`config.mk`:
```
export PLATFORM = sky130hd
export DESIGN_NAME = debounce_sync
export DESIGN_NICKNAME = d
export VERILOG_FILES = /design/src/rtl/debounce_sync.sv
export SDC_FILE = /design/constraint.sdc
export NUM_CORES = 1
export LEC_CHECK = 0
export BUFFER_PORTS_ARGS = -buffer_cell sky130_fd_sc_hd__clkbuf_2
export CORE_UTILIZATION = 50
export DETAILED_ROUTE_END_ITERATION = 10
export PLACE_DENSITY = 0.74
export SLEW_MARGIN = 20
export SYNTH_ARGS = -nofsm -noshare
export SYNTH_HDL_FRONTEND = slang
export SYNTH_SLANG_ARGS = --single-unit
```
`constraint.sdc`:
```
create_clock -name clock -period 1.8 [get_ports clock]
set_input_delay 0.18 -clock clock [delete_from_list [all_inputs] [get_ports clock]]
set_output_delay 0.18 -clock clock [all_outputs]
set_load 0.02 [all_outputs]
```
`src/rtl/debounce_sync.sv`:
```
// debounce_sync: input-conditioning stage for a bouncy asynchronous input.
//
// The raw input is brought into the clock domain through a flop chain. The
// synchronized value must then differ from the current debounced level for
// STABLE_CYCLES consecutive cycles before it is accepted. An accepted change
// toggles level_out and fires a one-cycle rise or fall pulse. Accepted rising
// edges are also counted, and the count wraps silently.
//
// Ports:
//   clock       rising-edge clock (single domain)
//   reset       asynchronous, active-high reset
//   noisy_in    raw asynchronous input, may bounce or glitch
//   level_out   debounced, registered level
//   rise_pulse  one-cycle pulse on an accepted 0->1 change
//   fall_pulse  one-cycle pulse on an accepted 1->0 change
//   busy        high while a candidate change is being timed
//   event_count accepted rising edges, modulo 2^COUNT_WIDTH
//
// Parameters:
//   SYNC_STAGES   synchronizer depth, 2..4
//   STABLE_CYCLES stable cycles required to accept a change, 1..65535
//   COUNT_WIDTH   width of the rising-edge event counter

module debounce_sync #(
  parameter int unsigned SYNC_STAGES   = 2,
  parameter int unsigned STABLE_CYCLES = 4,
  parameter int unsigned COUNT_WIDTH   = 8
) (
  input  logic                   clock,
  input  logic                   reset,
  input  logic                   noisy_in,
  output logic                   level_out,
  output logic                   rise_pulse,
  output logic                   fall_pulse,
  output logic                   busy,
  output logic [COUNT_WIDTH-1:0] event_count
);

  localparam int unsigned CNT_W = $clog2(STABLE_CYCLES + 1);
  localparam logic [CNT_W-1:0] CNT_MAX = CNT_W'(STABLE_CYCLES);
  localparam logic [CNT_W-1:0] CNT_ONE = CNT_W'(1);
  localparam logic [COUNT_WIDTH-1:0] EVT_ONE = COUNT_WIDTH'(1);

  typedef enum logic {
    IDLE     = 1'b0,
    CHECKING = 1'b1
  } state_t;

  state_t               state_q;
  logic [SYNC_STAGES-1:0] sync_q;
  logic                 synced;
  logic [CNT_W-1:0]     stable_cnt_q;
  logic [CNT_W-1:0]     stable_cnt_nxt;
  logic                 differs;
  logic                 accept;

  // Synchronizer chain; only stage 0 ever samples noisy_in.
  always_ff @(posedge clock or posedge reset) begin
    if (reset) begin
      sync_q <= '0;
    end else begin
      sync_q <= {sync_q[SYNC_STAGES-2:0], noisy_in};
    end
  end

  assign synced = sync_q[SYNC_STAGES-1];

  // The counter sits at 0 in IDLE, so stable_cnt_nxt is 1 there. A single
  // compare therefore covers both acceptance in IDLE (STABLE_CYCLES == 1)
  // and acceptance at the end of the CHECKING interval.
  always_comb begin
    stable_cnt_nxt = stable_cnt_q + CNT_ONE;
    differs        = (synced != level_out);
    accept         = differs && (stable_cnt_nxt == CNT_MAX);
  end

  always_ff @(posedge clock or posedge reset) begin
    if (reset) begin
      state_q      <= IDLE;
      stable_cnt_q <= '0;
      level_out    <= 1'b0;
      rise_pulse   <= 1'b0;
      fall_pulse   <= 1'b0;
      busy         <= 1'b0;
      event_count  <= '0;
    end else begin
      rise_pulse <= 1'b0;
      fall_pulse <= 1'b0;
      case (state_q)
        IDLE: begin
          if (differs && accept) begin
            level_out    <= ~level_out;
            rise_pulse   <= ~level_out;
            fall_pulse   <= level_out;
            if (!level_out) begin
              event_count <= event_count + EVT_ONE;
            end
            stable_cnt_q <= '0;
            busy         <= 1'b0;
          end else if (differs) begin
            stable_cnt_q <= CNT_ONE;
            state_q      <= CHECKING;
            busy         <= 1'b1;
          end else begin
            stable_cnt_q <= '0;
            busy         <= 1'b0;
          end
        end
        CHECKING: begin
          if (!differs) begin
            // Bounced back to the old level: drop the candidate.
            stable_cnt_q <= '0;
            state_q      <= IDLE;
            busy         <= 1'b0;
          end else if (accept) begin
            level_out    <= ~level_out;
            rise_pulse   <= ~level_out;
            fall_pulse   <= level_out;
            if (!level_out) begin
              event_count <= event_count + EVT_ONE;
            end
            stable_cnt_q <= '0;
            state_q      <= IDLE;
            busy         <= 1'b0;
          end else begin
            stable_cnt_q <= stable_cnt_nxt;
            busy         <= 1'b1;
          end
        end
        default: begin
          stable_cnt_q <= '0;
          state_q      <= IDLE;
          busy         <= 1'b0;
        end
      endcase
    end
  end

endmodule
```
# After elaboration in Yosys (flattened, before gate mapping)
# Index checks and enable logic that the tools add are counted.
classes:
  addsub: 2
  n_eq_ne: 5
  muxes: 27
  bitwise: 2
  reduce_logical: 3
ops:
  columns: ["operator", "n"]
  rows:
  - ["$mux 8", 4]
  - ["$pmux 8 s2", 1]
  - ["$mux 1", 15]
  - ["$add 8x1->8 const B", 1]
  - ["$pmux 1 s2", 4]
  - ["$mux 3", 2]
  - ["$pmux 3 s2", 1]
  - ["$ne 2x1->1 const B", 2]
  - ["$add 3x1->3 const B", 1]
  - ["$eq 3x3->1 const B", 1]
  - ["$reduce_and 3->1", 1]
  - ["$logic_and 1x1->1", 2]
  - ["$ne 2x2->1 const B", 1]
  - ["$not 1->1", 2]
  - ["$ne 1x1->1", 1]
word_totals:
  ff_bits: 17
  in_bits: 3

# Longest topological paths before layout
logic_depth:
  word_depth: 6
  depth_mapped: 5
  depth_no_buf: 5

# Least setup slack after synthesis
# No wires, ideal clock.
synth_path:
  kind: "register -> register"
  start: "register stable_cnt_q[0]"
  end: "register event_count[1]"
  setup_time_ns: 0.125
  arrival_ns: 1.253
  required_time_ns: 1.675
  path_slack_ns: 0.422
  path_stages_with_launch: 5
  n_path_buf: 0
  period_less_slack_ns: 1.378
  path_cell_list: "dfrtp_1 ha_1 ha_1 nand3b_4 mux2_2"
synth_via:
  elab_chain_len: 6
  elab_cells_between_ends: 7
  classes_between: "add/sub (1); eq/ne (3); reduce/logical (3)"
synth_lines:
  columns: ["item", "line", "rtl"]
  rows:
  - ["start, declared", "52", "logic [CNT_W-1:0] stable_cnt_q;"]
  - ["start signal, assigned", "126", "stable_cnt_q <= stable_cnt_nxt;"]
  - ["$add 3x1->3 *", "72", "stable_cnt_nxt = stable_cnt_q + CNT_ONE;"]
  - ["$eq 3x3->1 *", "74", "accept = differs && (stable_cnt_nxt == CNT_MAX);"]
  - ["$logic_and 1x1->1 *", "74", null]
  - ["$logic_and 1x1->1", "91", "if (differs && accept) begin"]
  - ["$ne 2x2->1 (no source line)", null, null]
  - ["$reduce_and 3->1 (no source line) *", null, null]
  - ["end signal, assigned", "96", "event_count <= event_count + EVT_ONE;"]
  - ["end signal, assigned", "120", "event_count <= event_count + EVT_ONE;"]
  - ["end, declared", "36", "output logic [COUNT_WIDTH-1:0] event_count"]
# Every way passes the cells marked *; elsewhere a longest branch is shown, timed or not.
# A chain may end at the register's enable or synchronous reset.

# Worst setup path in the final report
layout_path:
  start: "register stable_cnt_q[0]"
  end: "register event_count[6]"
# Same word-level chain as after synthesis.

==> results.ini <==
[die]
core.rowCount=12
die_height_um=39.0
initial_core_util=0.576
floorplan.die_area_um2=1520
core-area_um2=1190
ioPinCount=15
floorplan.die.width_um=39.0

[sta]
timing_hold_violations_final=0
finalCritPeriodShare=0.824
layout_setup_ws_ps=317
fin_crit_ps=1480
hold_slack_ps=363
slew_viol_final=0
timing.setup.tns_ps=0
tightestPinTransition_ps=604
worst_slew_margin_rel=0.597
final.setup_skew_ps=7.01
max_freq_ghz=0.674
rsz0062_at_grt=no
timing.final.setup_violations=0

[critical_path]
timing.critical_path.from=stable_cnt_q[0]
timing.critical_path.to_type=register
critical_path.startpoint_type=register
critical_setup_path_kind=reg -> reg
r2r-start=stable_cnt_q[0]
worst-path-max-fanout=7
cp_data_required_time_ps=1980
arrival_ps=1670

[synthesis]
synth_top_area_cell=sky130_fd_sc_hd__dfrtp_1
synth_largest_type_area_fraction=0.623
async_reset_ff_frac=1.00
synthMostInstantiatedCell=sky130_fd_sc_hd__dfrtp_1
synth.yosys.seq_area_share=0.623
syn-cell-area_um2=683
synth.top_cells.by_area=sky130_fd_sc_hd__dfrtp_1 62%, sky130_fd_sc_hd__ha_1 5.5%, sky130_fd_sc_hd__xnor2_1 5.1%
synthesis_warnings=0
syn_inst=50
yosys_most_used_dff=sky130_fd_sc_hd__dfrtp_1
synth.distinct_cells=18
post_synthesis_net_count=56
ys_seq_elements=17
synth.top_cells.by_count=17 x sky130_fd_sc_hd__dfrtp_1, 4 x sky130_fd_sc_hd__xnor2_1, 4 x sky130_fd_sc_hd__xor2_1
synth_edf_count=0
post_synth.cell_area_avg_um2=13.7

[placement]
place_congestion=0.728
post-dp-hpwl_um=769
numPortBuffers=14
detailedPlace.worstSlack_ps=325

[pwr]
static_leakage_nw=0.462
vdd_drop_max_mv=0.792
total_power_uw=972
pwr_density_cell_nw_per_um2=1190

[route]
drtPass1Iterations=4
ant_nets=0
drt_initial_violations=6
vias_after_detailed_routing=446
drt-wirelength-per-cell_um=12.2
route.final.wire_length_mm=1.03
route.detailed.drc=0
ratio_of_routed_vias_to_standard_cells=5.31

[clock_network]
clock_tree.root_cell=sky130_fd_sc_hd__clkbuf_4
clk_path_buf_depth=2
post-cts-setup-buffer-count=0
cts-buffers-inserted=3
clock_sink_count=17
worst_setup_hold_path_clk_slew_ps=90
cts_max_level=1
clk-insertion-delay-late_ps=290
tritoncts_clock_tree=done

[run]
timing.max_cap.violations=0

[final_layout]
share_of_post_route_cells_with_drive_strength_above_1=0.286
layout-area-overhead-vs-synth_pct=19.6
nets=77
num_antenna_cells=0

[min_path]
hold_path_class=reg -> reg
worst_hold_startpoint=sync_q[0]

[global_routing]
grt.overflow.total=0
antenna_violations_before_repair=0
grt_start_max_net_pins=18
grt_usage=0.190
grt_first_pass_wirelength_mm=1.78
first_global_vias=390

[outcome]
outcome=finished clean

## placed cells by master (no fill, tap or decap), drive strengths merged
cell type,n
dfrtp,17
xnor2,4
nor2b,1
nor2,2
and3,2
and3b,1
nand4,1
clkbuf,18
mux2,2
ha,3
nand3b,1
and4b,1
nor4b,1
nor3,2
nand2,1
xor2,4
dlygate4sd3,2
nand3,3
inv,3
a211oi,1
## cells by family (layout without fill, tap and decap cells)
kind of cell | after synthesis | in the layout | share of synthesized area
flip-flops | 17 | 17 | 0.623
AND/OR/NAND/NOR | 16 | 16 | 0.159
XOR/XNOR | 8 | 8 | 0.103
adder cells (fa/ha/maj) | 3 | 3 | 0.0550
buffers and inverters | 3 | 23 | 0.0165
multiplexers | 2 | 2 | 0.0330
AO/OA/AOI/OAI | 1 | 1 | 0.0110
## registers in the layout (all words and copies together) (netlist names)
name / cells
event_count: 8
stable_cnt_q: 3
sync_q: 2
fall_pulse: 1
level_out: 1
rise_pulse: 1
state_q: 1
## cell type report
type	count	area [µm²]
clock buffer	4	26.3
fill	89	369
inverter	3	11.3
multi-input combinational	30	246
sequential	17	425
tap	14	17.5
timing repair buffer	16	90.1
## path summary, 6_finish.rpt
| check | endpoint | slack (ps) | cells past startpoint |
|---|---|---|---|
| worst max-delay path | event_count[6] | 320 | 5 |
| worst min-delay path | sync_q[1] | 360 | 0 |
| worst max register to register | event_count[6] | 320 | 5 |
| worst min register to register | sync_q[1] | 360 | 0 |
| max in group asynchronous | stable_cnt_q[1] | 930 | 3 |
| min in group asynchronous | event_count[5] | 480 | 3 |
## worst max-delay path, cell delays in order, from the launching register on
cell and delay [ps]:
sky130_fd_sc_hd__dfrtp_1 360, sky130_fd_sc_hd__ha_1 160, sky130_fd_sc_hd__ha_1 310, sky130_fd_sc_hd__and4b_1 300, sky130_fd_sc_hd__nand3_1 110, sky130_fd_sc_hd__xnor2_1 140
## metal layers
| layer | global-route usage | share of wire | vias to the layer above |
|---|---|---|---|
| met4 | 0.129 | 0.033 | 0 |
| met1 | 0.221 | 0.47 | 214 |
| met3 | 0.0520 | 0.037 | 5 |
| met2 | 0.300 | 0.46 | 12 |
| met5 | 0 | 0 | - |
| li1 | - | - | 215 |
## report_power, final
| group | internal (mW) | switching, mW | leakage (nW) |
|---|---|---|---|
| sequential | 0.452 | 0.0654 | 0.224 |
| combinational | 0.118 | 0.140 | 0.222 |
| clock | 0.0862 | 0.110 | 0.0150 |
## per-stage QoR
| step | utilization | instance area (µm²) | std cells |
|---|---|---|---|
| 6_report | 0.689 | 817 | 84 |
| 5_1_grt | 0.689 | 817 | 84 |
| 4_1_cts | 0.689 | 817 | 84 |
| 3_5_place_dp | 0.650 | 771 | 78 |
| 3_3_place_gp | 0.650 | 771 | 78 |
| 2_1_floorplan | - | 683 | 50 |
## timing repair
item | CTS | global route
hold buffers | 2 | 0
hold endpoints to repair | 18 | 0
gates resized for setup | 0 | 0
Power figures use the tool's default switching activity.
